[src/rtl/barrel_shift_pkg.sv]
// Shared types for the barrel shift scheduler.
// Holds shift ops, scheduler states and a shamt width helper.
package barrel_shift_pkg;

  typedef enum logic [1:0] {
    OP_SLL = 2'b00,
    OP_SRL = 2'b01,
    OP_SRA = 2'b10,
    OP_ROL = 2'b11
  } shift_op_t;

  typedef enum logic [1:0] {
    IDLE  = 2'b00,
    SHIFT = 2'b01,
    DONE  = 2'b10
  } sched_state_t;

  function automatic int shamt_width(input int w);
    return $clog2(w);
  endfunction

endpackage

[src/rtl/barrel_shift_core.sv]
// Combinational log-stage shifter: one 2^k stage per shamt bit.
// Ports: data/shamt/op in, result out. Rotate needs BARREL_SHIFT_ROTATE_EN.
module barrel_shift_core
  import barrel_shift_pkg::*;
#(
  parameter int DATA_WIDTH = 8
) (
  input  logic [DATA_WIDTH-1:0]         data,
  input  logic [$clog2(DATA_WIDTH)-1:0] shamt,
  input  shift_op_t                     op,
  output logic [DATA_WIDTH-1:0]         result
);

  localparam int SW = shamt_width(DATA_WIDTH);

  logic [SW:0][DATA_WIDTH-1:0] stg;

  assign stg[0] = data;

  for (genvar k = 0; k < SW; k++) begin : g_stage
    localparam int S = 1 << k;
    logic [DATA_WIDTH-1:0] cur;
    logic [DATA_WIDTH-1:0] nxt;

    assign cur = stg[k];

    // Arithmetic fill stays correct per stage: the MSB never changes
    // across SRA stages, so each stage sees the operand's sign.
    always_comb begin
      nxt = cur << S;
      unique case (op)
        OP_SRL: nxt = cur >> S;
        OP_SRA: nxt = $signed(cur) >>> S;
`ifdef BARREL_SHIFT_ROTATE_EN
        OP_ROL: nxt = (cur << S) | (cur >> (DATA_WIDTH - S));
`endif
        default: nxt = cur << S;
      endcase
    end

    assign stg[k+1] = shamt[k] ? nxt : cur;
  end

  assign result = stg[SW];

endmodule

[src/rtl/barrel_shift_scheduler.sv]
// Round-robin scheduler sharing one barrel shifter among NUM_REQ lanes.
// Ports: req_* handshake in, rsp_* handshake out, busy. Macro: BARREL_SHIFT_ROTATE_EN.
module barrel_shift_scheduler
  import barrel_shift_pkg::*;
#(
  parameter int NUM_REQ    = 4,
  parameter int DATA_WIDTH = 8
) (
  input  logic                                        clk,
  input  logic                                        rstN,
  input  logic [NUM_REQ-1:0]                          req_valid,
  output logic [NUM_REQ-1:0]                          req_ready,
  input  logic [NUM_REQ-1:0][DATA_WIDTH-1:0]          req_data,
  input  logic [NUM_REQ-1:0][$clog2(DATA_WIDTH)-1:0]  req_shamt,
  input  logic [NUM_REQ-1:0][1:0]                     req_op,
  output logic                                        rsp_valid,
  input  logic                                        rsp_ready,
  output logic [DATA_WIDTH-1:0]                       rsp_data,
  output logic [$clog2(NUM_REQ)-1:0]                  rsp_id,
  output logic                                        busy
);

  localparam int IDW = $clog2(NUM_REQ);
  localparam int SW  = shamt_width(DATA_WIDTH);

  sched_state_t          state;
  logic [IDW-1:0]        last_grant;
  logic [DATA_WIDTH-1:0] data_q;
  logic [SW-1:0]         shamt_q;
  shift_op_t             op_q;
  logic [IDW-1:0]        id_q;
  logic [DATA_WIDTH-1:0] core_out;

  logic           gnt_found;
  logic [IDW-1:0] gnt_idx;
  logic [IDW-1:0] cand;
  logic           accept_en;
  logic           accept;

  // Search starts one past the last winner and wraps.
  always_comb begin
    gnt_found = 1'b0;
    gnt_idx   = '0;
    cand      = '0;
    for (int k = 1; k <= NUM_REQ; k++) begin
      cand = IDW'((int'(last_grant) + k) % NUM_REQ);
      if (!gnt_found && req_valid[cand]) begin
        gnt_found = 1'b1;
        gnt_idx   = cand;
      end
    end
  end

  // DONE with rsp_ready accepts in the same cycle for back-to-back ops.
  assign accept_en = (state == IDLE) ||
                     (state == DONE && rsp_ready);
  assign accept    = accept_en && gnt_found;

  always_comb begin
    req_ready = '0;
    if (accept) req_ready[gnt_idx] = 1'b1;
  end

  assign rsp_valid = (state == DONE);
  assign busy      = (state != IDLE);

  barrel_shift_core #(
    .DATA_WIDTH(DATA_WIDTH)
  ) u_core (
    .data  (data_q),
    .shamt (shamt_q),
    .op    (op_q),
    .result(core_out)
  );

  always_ff @(posedge clk or negedge rstN) begin
    if (!rstN) begin
      last_grant <= IDW'(NUM_REQ - 1);
      data_q     <= '0;
      shamt_q    <= '0;
      op_q       <= OP_SLL;
      id_q       <= '0;
    end else if (accept) begin
      last_grant <= gnt_idx;
      data_q     <= req_data[gnt_idx];
      shamt_q    <= req_shamt[gnt_idx];
      op_q       <= shift_op_t'(req_op[gnt_idx]);
      id_q       <= gnt_idx;
    end
  end

  always_ff @(posedge clk or negedge rstN) begin
    if (!rstN) begin
      state    <= IDLE;
      rsp_data <= '0;
      rsp_id   <= '0;
    end else begin
      unique case (state)
        IDLE: begin
          if (accept) state <= SHIFT;
        end
        SHIFT: begin
          rsp_data <= core_out;
          rsp_id   <= id_q;
          state    <= DONE;
        end
        DONE: begin
          if (rsp_ready) state <= accept ? SHIFT : IDLE;
        end
        default: state <= IDLE;
      endcase
    end
  end

endmodule

[config.mk]
export PLATFORM = sky130hd
export DESIGN_NAME = barrel_shift_scheduler
export DESIGN_NICKNAME = d
export VERILOG_FILES = /design/src/rtl/barrel_shift_pkg.sv /design/src/rtl/barrel_shift_core.sv /design/src/rtl/barrel_shift_scheduler.sv
export SDC_FILE = /design/constraint.sdc
export NUM_CORES = 1
export LEC_CHECK = 0
export BUFFER_PORTS_ARGS = -buffer_cell sky130_fd_sc_hd__buf_2
export CORE_MARGIN = 5
export CORE_UTILIZATION = 51
export DETAILED_ROUTE_END_ITERATION = 8
export PLACE_DENSITY = 0.81
export RECOVER_POWER = 50
export SLEW_MARGIN = 20
export SYNTH_ARGS = -nofsm -noshare
export SYNTH_HDL_FRONTEND = slang
export SYNTH_SLANG_ARGS = --single-unit
[constraint.sdc]
create_clock -name clk -period 2.19 [get_ports clk]
set_input_delay 0.438 -clock clk [delete_from_list [all_inputs] [get_ports clk]]
set_output_delay 0.438 -clock clk [all_outputs]
set_load 0.02 [all_outputs]
==> impl_metrics.env <==
export IMPL_synth_largest_area_cell="sky130_fd_sc_hd__dfrtp_1"
export IMPL_synthesis_area_um2=2260
export IMPL_synth_top_cell_area_share_pct=29.8
export IMPL_cts_sink_count=29
export IMPL_synthFlopType="sky130_fd_sc_hd__dfrtp_1"
export IMPL_finish_net_count=409
export IMPL_h_tree_depth=2
export IMPL_route_vias_total=2325
export IMPL_r2r_slack_ns=0
export IMPL_synthTopCellsByArea="sky130_fd_sc_hd__dfrtp_1, sky130_fd_sc_hd__mux2_4, sky130_fd_sc_hd__mux2i_1, sky130_fd_sc_hd__nand3_1, sky130_fd_sc_hd__a221o_1"
export IMPL_drv_max_cap_violation_count=0
export IMPL_total_power_mw=4.68
export IMPL_core_region_area_um2=4320
export IMPL_grt_first_pass_wirelength_mm=10.5
export IMPL_crit_path_max_fanout=5
export IMPL_clk_path_buf_depth=2
export IMPL_critPathLaunchType="register"
export IMPL_setup_worst_path_class="register to primary output"
export IMPL_seq_power_share_pct=24.4
export IMPL_power_leakage_nw=1.47
export IMPL_fin_skew_ns=0.00343
export IMPL_final_setup_worst_slack_ns=-0.0334
export IMPL_die_width_um=76.6
export IMPL_antenna_cells=0
export IMPL_ys_seq_elements=29
export IMPL_vdd_ir_drop_max_mv=0.720
export IMPL_global_route_overflow_total=0
export IMPL_fp_dieH_um=76.6
export IMPL_min_period_ns=2.22
export IMPL_wl_per_cell_um=15.7
export IMPL_period_share_pct=102
export IMPL_p_comb_share_pct=66.8
export IMPL_first_global_vias=2272
export IMPL_report_final_hold_viol_count=0
export IMPL_cts_inserted_buffers=5
export IMPL_cts_tree="yes"
export IMPL_syn_nets=315
export IMPL_cts_hold_repair_buffers=0
export IMPL_drc=0
export IMPL_grt_setup_unrepaired="yes"
export IMPL_clockPowerShare_pct=8.8
export IMPL_synth_seq_area_share_pct=32.2
export IMPL_clk_pin_slew_ns=0.06
export IMPL_timing_fmax_ghz=0.450
export IMPL_synth_warning_count=0
export IMPL_maximum_number_of_pins_on_one_net_before_global_route_repair=30
export IMPL_start_util_pct=52.4
export IMPL_worst_setup_path_end_kind="primary output"
export IMPL_number_of_rows_in_the_core_area=24
export IMPL_io_buffer_count=74
export IMPL_route_antenna_remaining_nets=0
export IMPL_syn_to_final_growth_pct=33.8
export IMPL_p_switching_mw=2.13
export IMPL_setup_viol_count_final=5
export IMPL_clockRootBuffer="sky130_fd_sc_hd__clkbuf_8"
export IMPL_synth_lib_cells_used_distinct=53
export IMPL_switching_power_share_of_the_total_pct=45.6
export IMPL_firstDrtPassIters=7
export IMPL_worstPathRequired_ns=1.75
export IMPL_failed_checks="setup timing"
export IMPL_grt_use_total_pct=21.6
export IMPL_setup_tns_ns=-0.0799
export IMPL_tightestPinTransition_ns=1.46
export IMPL_layout_drive_gt1_share_pct=42.8
export IMPL_via_per_inst=5.81
export IMPL_cp_arrival_ns=1.79
export IMPL_synth_async_reset_ratio_pct=100
export IMPL_syn_instance_count=253
export IMPL_finalWeightedCongestion=0.890
export IMPL_fp_dieArea_um2=5870
export IMPL_synth_enable_flop_cells=0
export IMPL_routed_wirelength_mm=6.28
export IMPL_hp_class="register to register"
export IMPL_io_pins=75
export IMPL_detail_route_iter0_violations=128
export IMPL_status="finished, violations left"
export IMPL_dp_hpwl_mm=4.61
export IMPL_utilization_pct=70.1
export IMPL_slew_headroom_pct=2.58
export IMPL_final_max_slew_viol_count=0
export IMPL_power_density_relative_to_cell_area_nw_per_um2=1540
export IMPL_postSynthAreaPerCell_um2=8.95
export IMPL_antenna_violations_before_repair=0
export IMPL_insertion_delay_ns=0.28
export IMPL_internal_power_mw=2.55
[final timing paths]
kind / from / to / depth (start not counted)
max: last_grant[1] / req_ready[1] / 6
min: rsp_data[6] / rsp_data[6] / 2
max reg2reg: last_grant[1] / data_q[5] / 7
min reg2reg: rsp_data[6] / rsp_data[6] / 2
max in group asynchronous: rstN / data_q[6] / 1
min in group asynchronous: rstN / state[1] / 1
[cells in the mapped netlist (2+ instances only)]
library cell / number
sky130_fd_sc_hd__a21oi_1: 8
sky130_fd_sc_hd__nor2_1: 14
sky130_fd_sc_hd__a221oi_1: 2
sky130_fd_sc_hd__nand3b_1: 2
sky130_fd_sc_hd__nand2_1: 28
sky130_fd_sc_hd__nand3_1: 29
sky130_fd_sc_hd__dfstp_2: 2
sky130_fd_sc_hd__a221o_1: 13
sky130_fd_sc_hd__nand2b_1: 6
sky130_fd_sc_hd__a31o_2: 2
sky130_fd_sc_hd__buf_6: 3
sky130_fd_sc_hd__o31ai_1: 3
sky130_fd_sc_hd__or2_2: 3
sky130_fd_sc_hd__mux2_2: 4
sky130_fd_sc_hd__ha_1: 3
sky130_fd_sc_hd__nor2b_1: 7
sky130_fd_sc_hd__o22ai_1: 3
sky130_fd_sc_hd__dfrtp_1: 27
sky130_fd_sc_hd__mux2_4: 11
sky130_fd_sc_hd__inv_1: 6
sky130_fd_sc_hd__mux2i_1: 16
sky130_fd_sc_hd__o21ai_0: 16
sky130_fd_sc_hd__and2_1: 3
sky130_fd_sc_hd__buf_2: 6
sky130_fd_sc_hd__clkbuf_1: 8
[cell type report]
| class | count | area (um2) |
|---|---|---|
| Clock inverter | 2 | 10.0 |
| Timing Repair Buffer | 105 | 653 |
| Tap cell | 52 | 65.1 |
| Fill cell | 330 | 1290 |
| Clock buffer | 6 | 72.6 |
| Inverter | 7 | 26.3 |
| Multi-Input combinational cell | 199 | 1480 |
| Sequential cell | 29 | 728 |
[stage by stage]
stage / setup WS [ns] / hold WS, ns / instances / area [um2]
global route: -0.111 / 0.501 / 400 / 3030
global placement: 0.0703 / 0.455 / 381 / 2750
finish: -0.0334 / 0.469 / 400 / 3030
floorplan: 0.0918 / 0.142 / 253 / 2270
detailed placement: 0.0637 / 0.463 / 381 / 2750
CTS: -0.0223 / 0.173 / 394 / 2970
[power groups by stage]
stage | clock network, mW | registers [mW] | logic [mW]
2_1_floorplan | 0 | 1.10 | 2.05
3_3_place_gp | 0 | 1.11 | 2.71
3_5_place_dp | 0 | 1.13 | 2.77
4_1_cts | 0.427 | 1.13 | 2.98
5_1_grt | 0.458 | 1.19 | 3.42
6_report | 0.410 | 1.14 | 3.12
[critical path: stages (launching register included)]
cell and delay, ns:
sky130_fd_sc_hd__dfstp_2 0.60, sky130_fd_sc_hd__buf_6 0.12, sky130_fd_sc_hd__nand3b_1 0.14, sky130_fd_sc_hd__a31oi_4 0.24, sky130_fd_sc_hd__nor2_1 0.10, sky130_fd_sc_hd__and2_4 0.18
sky130_fd_sc_hd__buf_6 0.12
[cells in the final DEF, fill, tap and decap left out, types with 2 or more instances in the layout]
master and n:
sky130_fd_sc_hd__a21oi_1 8, sky130_fd_sc_hd__a221o_1 13, sky130_fd_sc_hd__a221oi_1 2, sky130_fd_sc_hd__and2_4 2, sky130_fd_sc_hd__buf_2 69, sky130_fd_sc_hd__buf_4 26, sky130_fd_sc_hd__buf_6 7, sky130_fd_sc_hd__buf_8 2
sky130_fd_sc_hd__clkbuf_1 2, sky130_fd_sc_hd__clkbuf_8 5, sky130_fd_sc_hd__clkinv_2 2, sky130_fd_sc_hd__dfrtp_1 27, sky130_fd_sc_hd__dfstp_2 2, sky130_fd_sc_hd__ha_1 3, sky130_fd_sc_hd__inv_1 6, sky130_fd_sc_hd__mux2_2 4
sky130_fd_sc_hd__mux2_4 11, sky130_fd_sc_hd__mux2i_1 15, sky130_fd_sc_hd__nand2_1 27, sky130_fd_sc_hd__nand2b_1 4, sky130_fd_sc_hd__nand2b_4 2, sky130_fd_sc_hd__nand3_1 29, sky130_fd_sc_hd__nand3b_1 2, sky130_fd_sc_hd__nor2_1 12
sky130_fd_sc_hd__nor2b_1 7, sky130_fd_sc_hd__o21ai_0 16, sky130_fd_sc_hd__o22ai_1 3, sky130_fd_sc_hd__o31ai_1 3, sky130_fd_sc_hd__or2_2 3
[sequential cells by signal (all words and copies together), names as in the netlist]
signal / flops
data_q: 8
rsp_id: 2
rsp_data: 8
id_q: 2
shamt_q: 3
last_grant: 2
op_q: 2
state: 2
[metal layers]
metal / share of wire (%) / global-route usage [%]
met1: 42 / 27.7
met2: 48 / 35.0
met3: 8.1 / 6.62
met4: 1.2 / 5.94
met5: 0 / 0
[kinds of logic (layout without fill, tap and decap cells)]
logic type / Yosys count / count (layout) / synth area share, %
AO/OA/AOI/OAI: 68 / 68 / 23.3
adder cells (fa/ha/maj): 3 / 3 / 1.66
buffers and inverters: 25 / 120 / 5.64
flip-flops: 29 / 29 / 32.2
multiplexers: 31 / 31 / 16.4
AND/OR/NAND/NOR: 97 / 97 / 20.9
[repair_timing]
action                     4_1_cts  5_1_grt
pin swaps                        6        2
setup buffers                    5        6
resized for setup               23        4
setup endpoints to repair        3       16
(Power assumes the default switching activity.)
